File: config.mk
export PLATFORM = sky130hd
export DESIGN_NAME = marquee_scroller
export DESIGN_NICKNAME = d
export VERILOG_FILES = /design/src/rtl/marquee_scroller.sv
export SDC_FILE = /design/constraint.sdc
export NUM_CORES = 1
export LEC_CHECK = 0
export ABC_CLOCK_PERIOD_IN_PS = 3600
export CORE_MARGIN = 2
export CORE_UTILIZATION = 40
export CTS_CLUSTER_SIZE = 28
export DETAILED_ROUTE_END_ITERATION = 16
export GPL_ROUTABILITY_DRIVEN = 0
export SYNTH_ARGS = -nofsm -noshare
export SYNTH_HDL_FRONTEND = slang
export SYNTH_SLANG_ARGS = --single-unit
File: constraint.sdc
create_clock -name clk -period 3.6 [get_ports clk]
set_input_delay 0.54 -clock clk [delete_from_list [all_inputs] [get_ports clk]]
set_output_delay 0.54 -clock clk [all_outputs]
set_load 0.03 [all_outputs]
File: src/rtl/marquee_scroller.sv
// marquee_scroller: N-digit 16-segment scrolling marquee engine.
// An ASCII message held in an internal buffer is scrolled left across
// NUM_DIGITS time-multiplexed digits. Segment outputs are active-low,
// digit selects are one-hot active-high with bit 0 the leftmost digit.
// Optional feature macro: LOWERCASE_FOLD_EN (fold 'a'..'z' onto 'A'..'Z').
module marquee_scroller #(
    parameter int NUM_DIGITS = 4,
    parameter int MSG_DEPTH  = 32,
    parameter int MUX_DIV    = 1000,
    parameter int SCROLL_DIV = 5000000
) (
    input  logic                           clk,
    input  logic                           rst,
    input  logic                           wr_en,
    input  logic [$clog2(MSG_DEPTH)-1:0]   wr_addr,
    input  logic [7:0]                     wr_data,
    input  logic                           len_wr,
    input  logic [$clog2(MSG_DEPTH):0]     len_data,
    input  logic                           pause,
    output logic [15:0]                    segments,
    output logic [NUM_DIGITS-1:0]          digit_sel,
    output logic                           scroll_wrap
);
    localparam int AW = $clog2(MSG_DEPTH);
    localparam int LW = AW + 1;
    localparam int MW = (MUX_DIV > 1) ? $clog2(MUX_DIV) : 1;
    localparam int SW = (SCROLL_DIV > 1) ? $clog2(SCROLL_DIV) : 1;
    localparam int DW = (NUM_DIGITS > 1) ? $clog2(NUM_DIGITS) : 1;

    localparam logic [MW-1:0]         MUX_LAST    = MW'(MUX_DIV - 1);
    localparam logic [SW-1:0]         SCROLL_LAST = SW'(SCROLL_DIV - 1);
    localparam logic [DW-1:0]         DIG_LAST    = DW'(NUM_DIGITS - 1);
    localparam logic [LW-1:0]         LEN_MAX     = LW'(MSG_DEPTH);
    localparam logic [NUM_DIGITS-1:0] SEL_ONE     = NUM_DIGITS'(1);

    // Character glyph lookup; anything without a glyph is blank.
    function automatic logic [15:0] decode(input logic [7:0] c);
        logic [7:0] u;
        u = c;
`ifdef LOWERCASE_FOLD_EN
        if ((c >= 8'h61) && (c <= 8'h7A)) begin
            u = c - 8'h20;
        end else begin
            u = c;
        end
`endif
        case (u)
            8'h30: decode = 16'h00FF;  8'h31: decode = 16'hCFF7;
            8'h32: decode = 16'h113F;  8'h33: decode = 16'h03BF;
            8'h34: decode = 16'hCE3F;  8'h35: decode = 16'h223F;
            8'h36: decode = 16'h203F;  8'h37: decode = 16'h0FFF;
            8'h38: decode = 16'h003F;  8'h39: decode = 16'h023F;
            8'h3D: decode = 16'hF33F;  8'h41: decode = 16'h0C3F;
            8'h42: decode = 16'h03AD;  8'h43: decode = 16'h30FF;
            8'h44: decode = 16'h03ED;  8'h45: decode = 16'h303F;
            8'h46: decode = 16'h3C7F;  8'h47: decode = 16'h20BF;
            8'h48: decode = 16'hCC3F;  8'h49: decode = 16'h33ED;
            8'h4A: decode = 16'hC1FF;  8'h4B: decode = 16'hFC73;
            8'h4C: decode = 16'hF0FF;  8'h4D: decode = 16'hCCD7;
            8'h4E: decode = 16'hCCDB;  8'h4F: decode = 16'h00FF;
            8'h50: decode = 16'h1C3F;  8'h51: decode = 16'h00FB;
            8'h52: decode = 16'h1C3B;  8'h53: decode = 16'h223F;
            8'h54: decode = 16'h3FED;  8'h55: decode = 16'hC0FF;
            8'h56: decode = 16'hFCF6;  8'h57: decode = 16'hCCFA;
            8'h58: decode = 16'hFFD2;  8'h59: decode = 16'hFFD5;
            8'h5A: decode = 16'h33F6;  8'h5F: decode = 16'hF3FF;
            default: decode = 16'hFFFF;
        endcase
    endfunction

    logic [7:0]            mem [MSG_DEPTH];
    logic [LW-1:0]         msg_len;
    logic [AW-1:0]         offset;
    logic [SW-1:0]         scroll_cnt;
    logic [MW-1:0]         mux_cnt;
    logic [DW-1:0]         scan_idx;
    logic [AW-1:0]         ptr;
    logic [7:0]            rd_char;
    logic                  valid_p1;
    logic                  blank_p1;
    logic [DW-1:0]         sel_p1;
    logic [LW-1:0]         off_inc;
    logic [LW-1:0]         ptr_inc;

    assign off_inc = {1'b0, offset} + LW'(1);
    assign ptr_inc = {1'b0, ptr} + LW'(1);

    // Message buffer: synchronous write, registered read of the current pointer.
    always_ff @(posedge clk) begin
        if (wr_en) begin
            mem[wr_addr] <= wr_data;
        end
        rd_char <= mem[ptr];
    end

    // Length load and scroll divider; a length load overrides a same-cycle tick.
    always_ff @(posedge clk or posedge rst) begin
        if (rst) begin
            msg_len     <= '0;
            offset      <= '0;
            scroll_cnt  <= '0;
            scroll_wrap <= 1'b0;
        end else begin
            scroll_wrap <= 1'b0;
            if (len_wr) begin
                msg_len    <= (len_data > LEN_MAX) ? LEN_MAX : len_data;
                offset     <= '0;
                scroll_cnt <= '0;
            end else if (!pause) begin
                if (scroll_cnt == SCROLL_LAST) begin
                    scroll_cnt <= '0;
                    if (msg_len != '0) begin
                        if (off_inc == msg_len) begin
                            offset      <= '0;
                            scroll_wrap <= 1'b1;
                        end else begin
                            offset <= offset + AW'(1);
                        end
                    end
                end else begin
                    scroll_cnt <= scroll_cnt + SW'(1);
                end
            end
        end
    end

    // Free-running digit scan; the pointer restarts at the offset on digit 0.
    always_ff @(posedge clk or posedge rst) begin
        if (rst) begin
            mux_cnt  <= '0;
            scan_idx <= '0;
            ptr      <= '0;
        end else if (mux_cnt == MUX_LAST) begin
            mux_cnt <= '0;
            if (scan_idx == DIG_LAST) begin
                scan_idx <= '0;
                ptr      <= offset;
            end else begin
                scan_idx <= scan_idx + DW'(1);
                ptr      <= (ptr_inc >= msg_len) ? '0 : ptr + AW'(1);
            end
        end else begin
            mux_cnt <= mux_cnt + MW'(1);
        end
    end

    // Two-stage output pipeline keeping digit_sel aligned with its segments.
    always_ff @(posedge clk or posedge rst) begin
        if (rst) begin
            valid_p1  <= 1'b0;
            blank_p1  <= 1'b1;
            sel_p1    <= '0;
            segments  <= 16'hFFFF;
            digit_sel <= '0;
        end else begin
            valid_p1  <= 1'b1;
            blank_p1  <= (msg_len == '0);
            sel_p1    <= scan_idx;
            segments  <= (!valid_p1 || blank_p1) ? 16'hFFFF : decode(rd_char);
            digit_sel <= valid_p1 ? (SEL_ONE << sel_p1) : '0;
        end
    end
endmodule

==> impl_metrics.py <==
metrics = {
    "floorplan": {
        "start_util_pct": 40.37,
        "rows": 69,
        "coreArea_um2": 35400,
        "fp.dieH_um": 193.0,
        "die_w_um": 193.0,
        "die_area_um2": 37250,
        "pin_count": 45,
    },
    "timing": {
        "fmax_mhz": 358.5,
        "setup_viol": 0,
        "worst_pin_slew_ns": 1.160,
        "hold_viol_final": 0,
        "period_share_pct": 77.49,
        "rsz0062_at_grt": "no",
        "maxSlewViolCount": 0,
        "maxSlewHeadroom_pct": 22.55,
        "finalSetupTns_ns": 0,
        "clock_skew_ns": 0.02148,
        "fin_crit_ns": 2.790,
    },
    "synthesis": {
        "syn_nets": 928,
        "synth_edf_count": 256,
        "ys_types": 65,
        "synthFlopType": "edfxtp_1",
        "synth_top_area_share_pct": 53.80,
        "synth-xor-area-share_pct": 2.180,
        "async_flop_share_pct": 21.89,
        "yosys_warnings": 0,
        "synth.yosys.seq_area_share_pct": 68.01,
        "yosysTopAreaCell": "edfxtp_1",
        "synth_compound_area_share_pct": 4.448,
        "synth_area_um2": 14290,
        "synth.mux.area_fraction_pct": 13.83,
        "synth_top_family_by_area": "multiplexers",
        "synthCells": 885,
        "synth_area_per_cell_um2": 16.15,
        "ys_top_cells_by_area": "edfxtp_1 (54%), mux4_2 (13%), dfrtp_1 (10%)",
        "ys_ff_latch": 338,
        "synth-simple-area-share_pct": 8.222,
        "synthAdderAreaFrac_pct": 1.664,
    },
    "clock_tree": {
        "cts_hold_buf": 0,
        "cts_tree": "yes",
        "path_clk_slew_ns": 0.05,
        "cts_resized": 0,
        "cts_made_buffers": 37,
        "post-cts-setup-buffer-count": 0,
        "cts.sinks": 338,
        "h-tree-depth": 2,
        "insertion_delay_ns": 0.54,
        "clockBufferDepth": 3,
        "cts_root_buf": "clkbuf_16",
    },
    "power_and_ir_drop": {
        "p_int_mw": 6.435,
        "comb_power_share_pct": 2.9,
        "p_total_mw": 8.125,
        "p_sw_share_pct": 20.81,
        "clock_power_share_pct": 44.5,
        "ir_drop_uv": 361.6,
        "sequentialPowerShare_pct": 52.6,
        "power.static_leakage_nw": 5.604,
        "power_density_nw_per_um2": 488.8,
        "switchingPower_mw": 1.691,
    },
    "worst_hold_path": {
        "hold_class": "reg -> reg",
    },
    "flow_run": {
        "drv_cap": 0,
    },
    "routing": {
        "drtPass1Iterations": 5,
        "vias": 7947,
        "ant_nets": 0,
        "finalWirelength_um": 30410,
        "route.detailed.drc": 0,
        "viasPerCell": 5.451,
        "drt-initial-drc-count": 766,
        "wire_per_inst_um": 20.86,
    },
    "finish": {
        "n_fill_cell": 3056,
        "nets": 1011,
        "syn2layout_area_growth_pct": 16.32,
        "drive_gt1_share_pct": 21.36,
        "diodes": 0,
    },
    "global_routing": {
        "grt_max_degree": 75,
        "grt_pass1_vias": 7852,
        "grt_pass1_wl_um": 47310,
        "overflow": 0,
        "grtUsageTotal_pct": 16.97,
        "antenna_found_initial": 0,
    },
    "critical_path": {
        "start_kind": "flop",
        "cp_max_fo": 14,
        "required_ns": 4.04,
        "r2r_slack_ns": 0.81,
        "end_kind": "flop",
        "crit_type": "reg -> reg",
        "critPathArrivalTime_ns": 3.23,
    },
    "outcome": {
        "status": "finished, final reports clean",
    },
    "placed_design": {
        "port_buffers": 44,
        "hpwlAfterDp_um": 19580,
    },
}
==> area by class of cell <==
type / count / area, um2 / area share [%]
tap: 461 / 576.8 / 3.470
multi-input combinational: 489 / 4340 / 26.11
inverter: 19 / 71.32 / 0.4291
clock inverter: 21 / 180.2 / 1.084
sequential: 338 / 9723 / 58.49
timing repair buffer: 83 / 745.7 / 4.486
clock buffer: 47 / 984.7 / 5.924
==> synth_stat cells, drive strengths merged, types with 12 or more instances <==
cell type / count
a21oi: 29
buf: 15
clkbuf: 24
dfrtp: 59
dfstp: 15
edfxtp: 256
ha: 19
inv: 19
mux4: 81
nand2: 53
nand3: 20
nor2: 87
o21ai: 20
o22ai: 15
xnor2: 12
xor2: 21
==> worst max-delay path, stage by stage (launching register included) <==
cell       delay [ns]
dfrtp_4          0.57
ha_1             0.28
nand3_1          0.11
xnor2_1          0.25
ha_1             0.29
a21o_1           0.16
a211o_1          0.28
a41oi_1          0.41
a32o_1           0.24
o2bb2ai_1        0.11
==> power by group through the flow <==
| stage | combinational, mW | clock, mW | sequential [mW] |
|---|---|---|---|
| global placement | 0.238 | 0 | 4.35 |
| floorplan | 0.103 | 0 | 4.35 |
| CTS | 0.241 | 3.71 | 4.27 |
| global route | 0.263 | 3.86 | 4.27 |
| finish | 0.237 | 3.62 | 4.27 |
| detailed placement | 0.240 | 0 | 4.35 |
==> kinds of logic after synthesis <==
| group | Yosys count |
|---|---|
| other cells | 1 |
| compound gates | 100 |
| flops | 338 |
| mux | 95 |
| buf+inv | 58 |
| xor+xnor | 34 |
| fa+ha+maj | 19 |
| simple gates | 240 |
==> metrics by stage <==
stage / instance area [um2] / hold slack (ns) / worst slack, ns / utilization [%] / cells
2_1_floorplan: 14290 / 0.3739 / 0.9394 / - / 885
3_3_place_gp: 15460 / 0.3929 / 0.7811 / 43.67 / 1390
3_5_place_dp: 15460 / 0.3974 / 0.7372 / 43.67 / 1390
4_1_cts: 16620 / 0.4103 / 0.8016 / 46.96 / 1458
5_1_grt: 16620 / 0.4202 / 0.5439 / 46.96 / 1458
6_report: 16620 / 0.4102 / 0.8103 / 46.96 / 1458
==> final timing paths <==
| kind | startpoint | cells past startpoint | endpoint |
|---|---|---|---|
| hold reg to reg | scan_idx[1]$_DFFE_PP0N_ | 0 | sel_p1[1]$_DFF_PP0_ |
| setup reg to reg | ptr[0]$_DFFE_PP0N_ | 9 | ptr[2]$_DFFE_PP0N_ |
| hold / removal | scan_idx[1]$_DFFE_PP0N_ | 0 | sel_p1[1]$_DFF_PP0_ |
| setup / recovery | ptr[0]$_DFFE_PP0N_ | 9 | ptr[2]$_DFFE_PP0N_ |
| min in group asynchronous | rst | 3 | offset[3]$_DFFE_PP0P_ |
| max in group asynchronous | rst | 3 | ptr[0]$_DFFE_PP0N_ |
==> sequential cells by signal, indices dropped and copies added, names as in the netlist <==
register and cells:
scroll_cnt 23, mux_cnt 10, blank_p1 1, sel_p1 2, scan_idx 2, segments 14
scroll_wrap 1, ptr 5, rd_char 8, digit_sel 4, offset 5, valid_p1 1
mem 256, msg_len 6
==> routing by layer <==
layer / up-vias / global-route usage [%] / wire, um
li1: 3596 / - / -
met1: 4066 / 24.87 / 14110
met2: 235 / 26.03 / 13860
met3: 50 / 3.385 / 1838
met4: 0 / 4.633 / 604
met5: - / 0 / 0
==> cell usage in the layout (no fill, tap or decap), drive strengths merged, types with 4 or more instances in the layout <==
cell	synthesis	routed
a21oi	29	29
buf	15	39
nor2	87	87
nand3	20	20
mux2i	4	4
mux2	10	10
nand2b	10	10
o22ai	15	15
edfxtp	256	256
dfstp	15	15
nor2b	5	5
ha	19	19
xnor2	12	12
nor3	9	9
a22oi	4	4
nor4	4	4
dfxtp	8	8
mux4	81	81
nand4	9	9
or3b	4	4
clkinv	0	18
o21ai	20	20
clkdlybuf4s50	0	44
and2	11	11
inv	19	20
nand2	53	53
nand3b	8	8
xor2	21	21
clkbuf	24	47
dfrtp	59	59
or3	6	6
Power figures use the tool's default switching activity.
